==> src/rtl/softmax_pkg.sv <==
`default_nettype none
// ============================================================================
//  Module      : softmax_pkg
//  Description : Shared Q4.28 constants and state encoding for the softmax
//                sum accumulator and its saturating adder.
//  Revision    : 1.0 - initial release
// ============================================================================
package softmax_pkg;

    localparam int DATA_W = 32;

    // Q4.28 fixed-point constants
    localparam logic [31:0] FXP_ONE = 32'h1000_0000;
    localparam logic [31:0] FXP_MAX = 32'hFFFF_FFFF;
    localparam logic [31:0] FXP_LSB = 32'h0000_0001;

    // Accumulator state encoding
    localparam logic [0:0] ACC  = 1'b0;
    localparam logic [0:0] DONE = 1'b1;

endpackage
`default_nettype wire

==> src/rtl/sat_add_u32.sv <==
`default_nettype none
// ============================================================================
//  Module      : sat_add_u32
//  Description : Combinational 32-bit unsigned saturating adder. A carry out
//                of bit 31 clamps the result to all-ones and raises ovf.
//  Ports       : a, b  - unsigned addends
//                sum   - saturated sum
//                ovf   - carry out occurred (result clamped)
//  Revision    : 1.0 - initial release
// ============================================================================
module sat_add_u32
    import softmax_pkg::*;
(
    input  logic [31:0] a,
    input  logic [31:0] b,
    output logic [31:0] sum,
    output logic        ovf
);

    logic [32:0] w_wide;

    assign w_wide = {1'b0, a} + {1'b0, b};
    assign ovf    = w_wide[32];
    assign sum    = w_wide[32] ? FXP_MAX : w_wide[31:0];

endmodule
`default_nettype wire

==> src/rtl/softmax_sum_acc.sv <==
`default_nettype none
// ============================================================================
//  Module      : softmax_sum_acc
//  Description : Accumulates N_ELEM unsigned Q4.28 exponent values into one
//                saturating sum and hands it to the ln stage over a
//                valid/ready handshake. A zero sum is replaced by 1 LSB so
//                the downstream normaliser always sees a non-zero operand.
//  Ports       : clock_i          - clock, rising edge
//                reset_n_i        - synchronous active-low reset
//                add_data_i       - exp value in (Q4.28)
//                add_data_valid_i - add_data_i valid
//                add_ready_o      - element accepted this cycle when valid
//                sum_data_o       - vector sum out (Q4.28)
//                sum_data_valid_o - sum valid, held until accepted
//                sum_ready_i      - downstream accepts sum
//                sat_o            - sum saturated in current vector
//                zero_o           - raw sum was zero, replaced by 1 LSB
//                elem_cnt_o       - elements accepted in current vector
//  Revision    : 1.0 - initial release
// ============================================================================
module softmax_sum_acc #(
    parameter int N_ELEM = 10,
    parameter int DATA_W = 32,
    parameter int CNT_W  = 5
) (
    input  logic              clock_i,
    input  logic              reset_n_i,
    input  logic [DATA_W-1:0] add_data_i,
    input  logic              add_data_valid_i,
    output logic              add_ready_o,
    output logic [DATA_W-1:0] sum_data_o,
    output logic              sum_data_valid_o,
    input  logic              sum_ready_i,
    output logic              sat_o,
    output logic              zero_o,
    output logic [CNT_W-1:0]  elem_cnt_o
);

    import softmax_pkg::*;

    localparam logic [CNT_W-1:0] c_last_idx = CNT_W'(N_ELEM - 1);

    logic [0:0]        r_state;
    logic [0:0]        w_state_next;
    logic              r_add_ready;
    logic [31:0]       r_acc;
    logic [CNT_W-1:0]  r_cnt;
    logic [31:0]       r_sum_data;
    logic              r_sum_valid;
    logic              r_sat;
    logic              r_zero;

    logic [31:0]       w_add_sum;
    logic              w_add_ovf;
    logic              w_accept;
    logic              w_xfer;
    logic              w_last;

    sat_add_u32 u_sat_add (
        .a   (r_acc),
        .b   (add_data_i),
        .sum (w_add_sum),
        .ovf (w_add_ovf)
    );

    assign w_accept = add_data_valid_i & r_add_ready;
    assign w_xfer   = r_sum_valid & sum_ready_i;
    assign w_last   = (r_cnt == c_last_idx);

    // Next-state logic
    always_comb begin
        w_state_next = r_state;
        case (r_state)
            ACC:     if (w_accept && w_last) w_state_next = DONE;
            DONE:    if (w_xfer)             w_state_next = ACC;
            default: w_state_next = ACC;
        endcase
    end

    // State register; add_ready is registered from the next state so no
    // combinational path exists from sum_ready_i to add_ready_o.
    always_ff @(posedge clock_i) begin
        if (!reset_n_i) begin
            r_state     <= ACC;
            r_add_ready <= 1'b1;
        end else begin
            r_state     <= w_state_next;
            r_add_ready <= (w_state_next == ACC);
        end
    end

    // Datapath. Saturation is sticky: once acc is all-ones, further adds
    // either overflow again or add zero, so acc stays clamped.
    always_ff @(posedge clock_i) begin
        if (!reset_n_i) begin
            r_acc       <= '0;
            r_cnt       <= '0;
            r_sum_data  <= '0;
            r_sum_valid <= 1'b0;
            r_sat       <= 1'b0;
            r_zero      <= 1'b0;
        end else if (w_accept) begin
            r_acc <= w_add_sum;
            r_sat <= r_sat | w_add_ovf;
            r_cnt <= r_cnt + CNT_W'(1);
            if (w_last) begin
                r_sum_valid <= 1'b1;
                r_sum_data  <= (w_add_sum == '0) ? FXP_LSB : w_add_sum;
                r_zero      <= (w_add_sum == '0);
            end
        end else if (w_xfer) begin
            // sum_data keeps its last value after the handshake
            r_sum_valid <= 1'b0;
            r_acc       <= '0;
            r_cnt       <= '0;
            r_sat       <= 1'b0;
            r_zero      <= 1'b0;
        end
    end

    assign add_ready_o      = r_add_ready;
    assign sum_data_o       = r_sum_data;
    assign sum_data_valid_o = r_sum_valid;
    assign sat_o            = r_sat;
    assign zero_o           = r_zero;
    assign elem_cnt_o       = r_cnt;

endmodule
`default_nettype wire

==> config.mk <==
export PLATFORM = sky130hd
export DESIGN_NAME = softmax_sum_acc
export DESIGN_NICKNAME = d
export VERILOG_FILES = /design/src/rtl/softmax_pkg.sv /design/src/rtl/sat_add_u32.sv /design/src/rtl/softmax_sum_acc.sv
export SDC_FILE = /design/constraint.sdc
export NUM_CORES = 1
export LEC_CHECK = 0
export BUFFER_PORTS_ARGS = -buffer_cell sky130_fd_sc_hd__buf_2
export CAP_MARGIN = 10
export CORE_ASPECT_RATIO = 0.75
export CORE_MARGIN = 3
export CORE_UTILIZATION = 52
export CTS_CLUSTER_DIAMETER = 50
export DETAILED_ROUTE_END_ITERATION = 8
export PLACE_DENSITY_LB_ADDON = 0.25
export SLEW_MARGIN = 15
export SYNTH_ARGS = -nofsm -noshare
export SYNTH_HDL_FRONTEND = slang
export SYNTH_SLANG_ARGS = --single-unit
==> constraint.sdc <==
create_clock -name clock_i -period 3.35 [get_ports clock_i]
set_input_delay 0.67 -clock clock_i [delete_from_list [all_inputs] [get_ports clock_i]]
set_output_delay 0.67 -clock clock_i [all_outputs]
set_load 0.03 [all_outputs]
* Word level (Yosys, flattened, before mapping)
Cells that the tools add are included.
** Storage, ports and cells
- Register bits after elaboration :: 74
- Latch bits :: 0
- Memory bits (writable) :: 0
- ROM bits :: 0
- Input bits :: 36
- Output and inout bits :: 41
- Memories kept :: 0
** Operators by class
- Add/subtract/negate cells :: 2
- Multiply operators :: 0
- Divide/modulo/power cells :: 0
- Magnitude comparators :: 0
- Equal/unequal tests :: 2
- Shift-type cells :: 0
- Muxes and demuxes :: 15
- Bitwise logic cells :: 5
- Reduce and logical (&&, ||, !) cells :: 5
** Operators by type and width (number)
- 2-to-1 mux 32 bit :: 4
- adder 32 x 32 -> 33 bit :: 1
- logical NOT 32 bit :: 1
- 2-to-1 mux 5 bit :: 2
- 2-to-1 mux 1 bit :: 8
- adder 5 x 1 -> 5 bit, second input constant :: 1
- == test 5 x 4 -> 1 bit, second input constant :: 1
- AND reduction 2 bit :: 2
- bitwise AND 1 bit :: 2
- inequality test 2 x 1 -> 1 bit, second input constant :: 1
- inverter 1 bit :: 2
- one-hot mux 1 bit (2 select lines) :: 1
- nonzero test 2 bit :: 1
- logical AND 1 bit :: 1
- bitwise OR 1 bit :: 1

* Logic depth before layout (Yosys ltp)
Gate-level depths: netlist of the first run.
- Depth after elaboration :: 5
- Gate-level depth with buffers :: 12
- Gate-level depth less buffers :: 11

* By module
Synthesis of the first run repeated with hierarchy kept, for this count alone.
** Second synthesis, totals
- Cells, all modules :: 579
- Area total of the unflattened synthesis :: 4654.5 µm²
** Modules (own cells, without submodules)
- softmax_sum_acc :: instances 1, cells an instance 306, area each 2829.0 µm²
- sat_add_u32 :: instances 1, cells an instance 273, area each 1825.5 µm²

* Least setup slack after synthesis of the first run
Ideal clock, no wire load.
- Path kind :: input-to-reg
- Start point :: in add_data_i[0]
- End point :: reg r_sum_data[0] (netlist: sum_data_o[0])
- Data arrival time :: 3.194 ns
- Data required time :: 3.276 ns
- Setup slack :: 0.082 ns
- Cell stages on the path :: 11
- Buffers on the path :: 0
- Path through :: ha_1 > fa_1 > a211oi_2 > o21ai_1 > and2_1 > or3_4 > a2111oi_4 > nand4_1 > nor4_2 > nand4_1 > a31oi_1
** On the way
- Longest elaborated chain between the ends :: 4
** Ends and longest elaborated chain
- from (decl) :: RTL line softmax_sum_acc.sv:28 : input logic [DATA_W-1:0] add_data_i,
- adder 32 x 32 -> 33 bit (*) :: RTL line sat_add_u32.sv:22 : assign w_wide = {1'b0, a} + {1'b0, b};
- 2-to-1 mux 32 bit (*) :: RTL line sat_add_u32.sv:24 : assign sum = w_wide[32] ? FXP_MAX : w_wide[31:0];
- logical NOT 32 bit :: RTL line softmax_sum_acc.sv:108 : r_sum_data <= (w_add_sum == '0) ? FXP_LSB : w_add_sum;
- 2-to-1 mux 32 bit (*) :: RTL line softmax_sum_acc.sv:108
- to (signal assigned) :: RTL line softmax_sum_acc.sv:108
- to (decl) :: RTL line softmax_sum_acc.sv:48 : logic [31:0] r_sum_data;
Mark *: on every way between the ends. The rest lies on a longest branch, timed or not.
A chain may end at the register's enable or synchronous reset.

* Worst setup path after layout of the first run
Ends and elaborated chain as after synthesis.

==> impl_results.md, run 1 <==
- Die ar.: 10700 sq um
- Largest net degree at the start of global routing: 68
- ANT nets after route: 0
- N_diodes: 0
- Initial antenna violation count: 0
- Fin. max-slew vios: 0
- Pre-antenna DRT Iters: 6
- GPL Wtd Cong: 1.02
- Drt wl/cell: 18.1 microns
- Fin crit share: 95.1%
- Share of cells above drive strength 1: 26.5%
- DR vias/cell: 6.06
- Power per Cell Area: 578 nW/um^2
- Critical path fanouts, max: 4
- Final hold violation count: 0
- Total Power: 3650 uW
- Ys async rst share: 0%
- P&R area growth vs syn: 28.3%
- Vias: 5424
- Status: finished, final reports clean
- HP Class: reg -> reg
- Area share of and/or/nand/nor cells after synthesis: 22.4%
- Crit path arrival time: 3440 ps
- Post-Layout Cell Count: 895
- Sequential share of the synthesized area: 30.1%
- Setup CP Type: in -> reg
- Main combinational cell family by area after synthesis: compound AO/OA/AOI/OAI gates
- Clock sink total: 74
- Post-Synthesis Cells: 632
- Slew margin rel.: 57.4%
- Detailed Place HPWL: 12.4 mm
- Peak supply drop: 0.278 mV
- H-tree Lvls: 3
- Worst setup EP type: register
- Global route total overflow: 0
- Setup violators final: 0
- Main synth FF type: dfxtp_1
- Clk_lat worst skew: 340 ps
- Worst-path clk slew: 70 ps
- Sequential Power Share: 27.2%
- EDFF count, synth: 0
- Initial drt markers: 528
- CTS tree: done
- Root Driver: clkbuf_16
- Sw frac: 38.1%
- Total Negative Setup Slacks: 0 ps
- FF/Latch Area: 1480 sq um
- First-pass GRT wire length: 26.1 mm
- Netlist cell types: 66
- Hold_ws: 485 ps
- Core Area: 9120 sq um
- Logic pwr share: 45.0%
- # IOs: 77
- Vias in the first global route: 4993
- Max-cap viol count: 0
- Final nets: 833
- Worst clock skew: 8.93 ps
- XOR/XNOR Fraction of Synth Area: 3.39%
- Mapped Area: 4910 sq um
- Crit path launch type: input pin
- Worst EP required: 3610 ps
- Die W: 118 microns
- Placed Cells: 876
- Fillers: 777
- DRC Markers: 0
- WL final: 16.2 mm
- Min Clock Period, post-route: 3180 ps
- Post-synthesis mux area share: 1.22%
- Syn Nets: 703
- FP Rows: 30
- YS warnings: 0
- Starting Density: 53.9%
- Internal power: 2260 uW
- Inserted Clock Buffers: 9
- Bufs on Longest Clock Path: 2
- Adder-cell area share of the yosys netlist: 9.06%
- Seq cells post-synth: 74
- Clk pwr share: 27.8%
- Total global-route track usage: 30.0%
- Synth Area in Compound Gates: 29.4%
- Max Freq: 0.314 GHz
- # hold bufs at CTS: 0
- Sw power: 1390 uW
- Area of the multi-input gates: 3280 sq um
- Syn avg cell area: 7.78 sq um
- Leak: 0.00274 uW
- IO Port Bufs: 76
- Die Span Y: 90.2 microns
- Slew at the pin closest to its max-slew limit: 638 ps
- RSZ-0062 raised after global routing: false
[synthesized netlist by cell type, types with 3 or more instances]
library cell | n | area, sq um
nor2_1 | 110 | 413
dfxtp_1 | 74 | 1480
a21oi_1 | 60 | 300
nand2_1 | 49 | 184
clkbuf_1 | 38 | 143
ha_1 | 34 | 425
a211oi_1 | 28 | 210
o21ai_0 | 23 | 115
a2bb2oi_1 | 19 | 166
nand4_1 | 17 | 106
xnor2_1 | 15 | 131
nand3_1 | 14 | 70.1
nor3_1 | 12 | 60.1
a311oi_1 | 11 | 96.3
inv_1 | 10 | 37.5
o211ai_1 | 10 | 75.1
and2_1 | 8 | 50.1
a21o_1 | 7 | 52.6
mux2i_1 | 6 | 60.1
nor2b_1 | 5 | 31.3
a22oi_1 | 4 | 30.0
a31oi_1 | 4 | 25.0
nor4_1 | 4 | 25.0
xor2_1 | 4 | 35.0
a221oi_1 | 3 | 26.3
and4_1 | 3 | 26.3
buf_2 | 3 | 15.0
o21bai_1 | 3 | 22.5
or3_1 | 3 | 18.8
[registers in the layout, indices dropped and copies added, names as in the netlist]
register	count
r_acc	32
sum_data_valid_o	1
sum_data_o	32
add_ready_o	1
elem_cnt_o	5
r_state	1
zero_o	1
sat_o	1
[path summary, 6_finish.rpt]
path	cells after the start	end	slack, ps	from
worst max-delay path	14	sum_data_o[0]$_SDFFE_PN0P_	170	add_data_i[0]
worst min-delay path	2	r_acc[7]$_SDFFE_PN0P_	490	r_acc[7]$_SDFFE_PN0P_
worst max register to register	11	sum_data_o[0]$_SDFFE_PN0P_	290	r_acc[17]$_SDFFE_PN0P_
worst min register to register	2	r_acc[7]$_SDFFE_PN0P_	490	r_acc[7]$_SDFFE_PN0P_
[through the flow]
| stage | util (%) | area (sq um) | worst slack [ps] |
|---|---|---|---|
| floorplan | - | 4910 | 81.6 |
| global placement | 64.9 | 5920 | -212 |
| detailed placement | 64.9 | 5920 | -374 |
| CTS | 68.4 | 6240 | 44.8 |
| global route | 69.1 | 6310 | 2.65 |
| finish | 69.1 | 6310 | 165 |
[routing by layer]
metal / global-route usage (%) / wire length, microns / vias to the layer above
met2: 42.6 / 6710 / 269
met5: 0 / 0 / -
li1: - / - / 2604
met3: 5.85 / 1480 / 34
met4: 6.34 / 270 / 0
met1: 46.3 / 7700 / 2517
[critical path, cell delays in order]
cell and delay (ps):
buf_2 100, ha_1 230, fa_2 390, a211oi_4 290, buf_4 160, o211ai_1 180, a21oi_2 220, o211ai_1 170
buf_4 190, nand2b_1 70, o2111ai_1 140, nor3_1 250, nand4_1 180, a31oi_1 200
[cell families (layout without fill, tap and decap cells)]
family | Yosys count | in the layout
AOI/OAI and AO/OA | 206 | 206
adders and majority gates | 35 | 35
DFF | 74 | 74
and+or+nand+nor | 239 | 239
buffers and inverters | 53 | 188
xor gates and xnor gates | 19 | 19
muxes | 6 | 6
[power groups by stage]
stage          clock network (uW)  registers, uW  logic, uW
2_1_floorplan                   0            995        932
3_3_place_gp                    0           1000       1530
3_5_place_dp                    0           1010       1550
4_1_cts                      1020            989       1570
5_1_grt                      1050            995       1780
6_report                     1010            991       1640
[layout by cell type, fill, tap and decap left out, types with 3 or more instances in the layout]
master | netlist | layout
nor2_1 | 110 | 109
buf_4 | 0 | 85
buf_2 | 3 | 76
dfxtp_1 | 74 | 74
a21oi_1 | 60 | 57
nand2_1 | 49 | 49
ha_1 | 34 | 34
a211oi_1 | 28 | 27
o21ai_0 | 23 | 22
a2bb2oi_1 | 19 | 19
nand4_1 | 17 | 17
xnor2_1 | 15 | 15
nand3_1 | 14 | 14
nor3_1 | 12 | 12
a311oi_1 | 11 | 11
o211ai_1 | 10 | 10
inv_1 | 10 | 9
clkbuf_16 | 0 | 9
and2_1 | 8 | 8
a21o_1 | 7 | 7
mux2i_1 | 6 | 6
nor2b_1 | 5 | 5
a21oi_2 | 1 | 4
a22oi_1 | 4 | 4
xor2_1 | 4 | 4
nor4_1 | 4 | 3
o21bai_1 | 3 | 3
and4_1 | 3 | 3
or3_1 | 3 | 3
a31oi_1 | 4 | 3
inv_6 | 0 | 3
[area by class of cell]
cell class / instances / area share (%)
clock inverter: 7 / 1.33
tap: 128 / 2.54
inverter: 10 / 0.595
multi-input combinational: 505 / 52.0
sequential: 74 / 23.5
clock buffer: 9 / 3.57
timing repair buffer: 162 / 16.5
[timing repair]
action                     in CTS  in global routing
resized for setup               0                 12
pin swaps                       1                  7
setup endpoints to repair       1                  3
setup buffers                   1                  2
Power figures use the tool's default switching activity.
==> inputs of run 2 (changes only) <==
--- a/config.mk
+++ b/config.mk
@@ -5,13 +5,13 @@
 export SDC_FILE = /design/constraint.sdc
 export NUM_CORES = 1
 export LEC_CHECK = 0
-export BUFFER_PORTS_ARGS = -buffer_cell sky130_fd_sc_hd__buf_2
 export CAP_MARGIN = 10
 export CORE_ASPECT_RATIO = 0.75
 export CORE_MARGIN = 3
-export CORE_UTILIZATION = 52
+export CORE_UTILIZATION = 55
 export CTS_CLUSTER_DIAMETER = 50
 export DETAILED_ROUTE_END_ITERATION = 8
+export DONT_BUFFER_PORTS = 1
 export PLACE_DENSITY_LB_ADDON = 0.25
 export SLEW_MARGIN = 15
 export SYNTH_ARGS = -nofsm -noshare
==> impl_results.md, run 2 (synthesis gave the netlist of run 1 again) <==
- First-pass GRT wire length: 24.5 mm
- # IOs: 77
- IO Port Bufs: 0
- Bufs on Longest Clock Path: 2
- Global route total overflow: 0
- Crit path arrival time: 3480 ps
- Die ar.: 10100 sq um
- Worst EP required: 3620 ps
- Hold_ws: 420 ps
- Total Negative Setup Slacks: 0 ps
- Slew at the pin closest to its max-slew limit: 1120 ps
- Max-cap viol count: 0
- Logic pwr share: 42.9%
- Inserted Clock Buffers: 9
- Root Driver: clkbuf_16
- Share of cells above drive strength 1: 14.1%
- Most frequent cells in the layout: nor2_1 (109), dfxtp_1 (74), buf_4 (61)
- Total global-route track usage: 31.0%
- Commonest non-fill, non-tap cell in the layout: nor2_1
- DRC Markers: 0
- Reg2reg end: sum_data_o[0]$_SDFFE_PN0P_
- # hold bufs at CTS: 0
- Reg2Reg Depth: 11
- Detailed Place HPWL: 11.7 mm
- ANT nets after route: 0
- H-tree Lvls: 3
- FF/Latch Area: 1480 sq um
- Initial antenna violation count: 0
- Vias: 5065
- Worst clock skew: 7.97 ps
- Fillers: 737
- Critical-path cell list: ha_1, fa_1, a211oi_2, o21ai_2, xor2_1, or4_1, nor4_1, nand4_1, nor4_2, nand4_1, a31oi_1
- Pre-antenna DRT Iters: 5
- Clk pwr share: 29.0%
- Sw power: 1370 uW
- Worst setup EP type: register
- HP Class: in -> reg
- Drt wl/cell: 20.1 microns
- CTS tree: done
- Max Freq: 0.311 GHz
- GPL Wtd Cong: 1.02
- Setup violators final: 0
- Die W: 115 microns
- WL final: 15.6 mm
- Sequential Power Share: 28.0%
- Largest net degree at the start of global routing: 68
- Setup CP Type: in -> reg
- CP most frequent cell: nand4_1
- Crit path launch type: input pin
- Peak supply drop: 0.283 mV
- Worst path max stage delay: 560 ps
- FP Rows: 29
- Leak: 0.00224 uW
- Area of the multi-input gates: 3240 sq um
- Fin. max-slew vios: 0
- FF-to-FF setup slack: 140 ps
- Min Clock Period, post-route: 3210 ps
- Worst-path clk slew: 70 ps
- Internal power: 2170 uW
- Final hold violation count: 0
- Worst R2R Start: r_acc[0]$_SDFFE_PN0P_
- DR vias/cell: 6.54
- Total Power: 3540 uW
- Initial drt markers: 546
- Clk_lat worst skew: 340 ps
- Slew margin rel.: 25.4%
- Core Area: 8560 sq um
- Status: finished, final reports clean
- Critical path endpoint: sum_data_o[0]$_SDFFE_PN0P_
- Crit path from: add_data_i[0]
- Slowest CP cell: or4_1
- P&R area growth vs syn: 15.1%
- Final nets: 732
- Critical path fanouts, max: 3
- Fin crit share: 95.9%
- Vias in the first global route: 4767
- Die Span Y: 87.9 microns
- N_diodes: 0
- Starting Density: 57.4%
- Power per Cell Area: 625 nW/um^2
- Sw frac: 38.7%
- Clock sink total: 74
run 2: repair_timing:
| action | in CTS | in global routing |
|---|---|---|
| buffers inserted | 0 | 0 |
| resized for setup | 0 | 3 |
| setup endpoints to repair | 0 | 3 |
run 2: metrics by stage:
step / setup WS (ps) / instances / area [sq um] / utilization (%)
final: 136 / 774 / 5660 / 66.1
after global routing: -13.3 / 774 / 5660 / 66.1
after CTS: 139 / 774 / 5650 / 66.0
after detailed placement: -192 / 758 / 5340 / 62.3
after global placement: -72.3 / 758 / 5340 / 62.3
after floorplan: 81.6 / 632 / 4910 / -
run 2: per-layer routing:
layer	global-route usage, %	part of all wire [%]	vias to the layer above	wire, microns
met4	7.89	1.0	0	163
met1	43.8	46	2383	7150
met2	45.9	42	266	6530
li1	-	-	2398	-
met3	9.88	11	18	1710
met5	0	0	-	0
run 2: worst min path at each step:
stage | startpoint | to | slack [ps] | cells past startpoint
6_report | reset_n_i | add_ready_o$_SDFF_PN1_ | 420 | 1
4_1_cts | reset_n_i | add_ready_o$_SDFF_PN1_ | 420 | 1
2_1_floorplan | r_acc[7]$_SDFFE_PN0P_ | r_acc[7]$_SDFFE_PN0P_ | 440 | 2
3_3_place_gp | r_acc[7]$_SDFFE_PN0P_ | r_acc[7]$_SDFFE_PN0P_ | 460 | 2
5_1_grt | reset_n_i | add_ready_o$_SDFF_PN1_ | 430 | 1
3_5_place_dp | r_acc[7]$_SDFFE_PN0P_ | r_acc[7]$_SDFFE_PN0P_ | 460 | 2
run 2: power by group through the flow:
stage | Sequential (uW) | Clock (uW) | Combinational [uW]
4_1_cts | 990 | 1030 | 1470
3_3_place_gp | 1010 | 0 | 1430
5_1_grt | 997 | 1070 | 1640
2_1_floorplan | 995 | 0 | 932
3_5_place_dp | 1010 | 0 | 1450
6_report | 991 | 1030 | 1520
run 2: critical path, delay by kind of cell:
| kind | cells | cell delay [ps] |
|---|---|---|
| AOI/OAI and AO/OA | 3 | 660 |
| adders and majority gates | 2 | 640 |
| xor gates and xnor gates | 1 | 170 |
| and+or+nand+nor | 5 | 1350 |
run 2: cell type report:
type                            count  area share, %
Inverter                           10          0.663
Clock inverter                      7           1.48
Timing Repair Buffer               61           8.09
Multi-Input combinational cell    505           57.2
Sequential cell                    74           26.2
Clock buffer                        9           3.98
Tap cell                          108           2.39
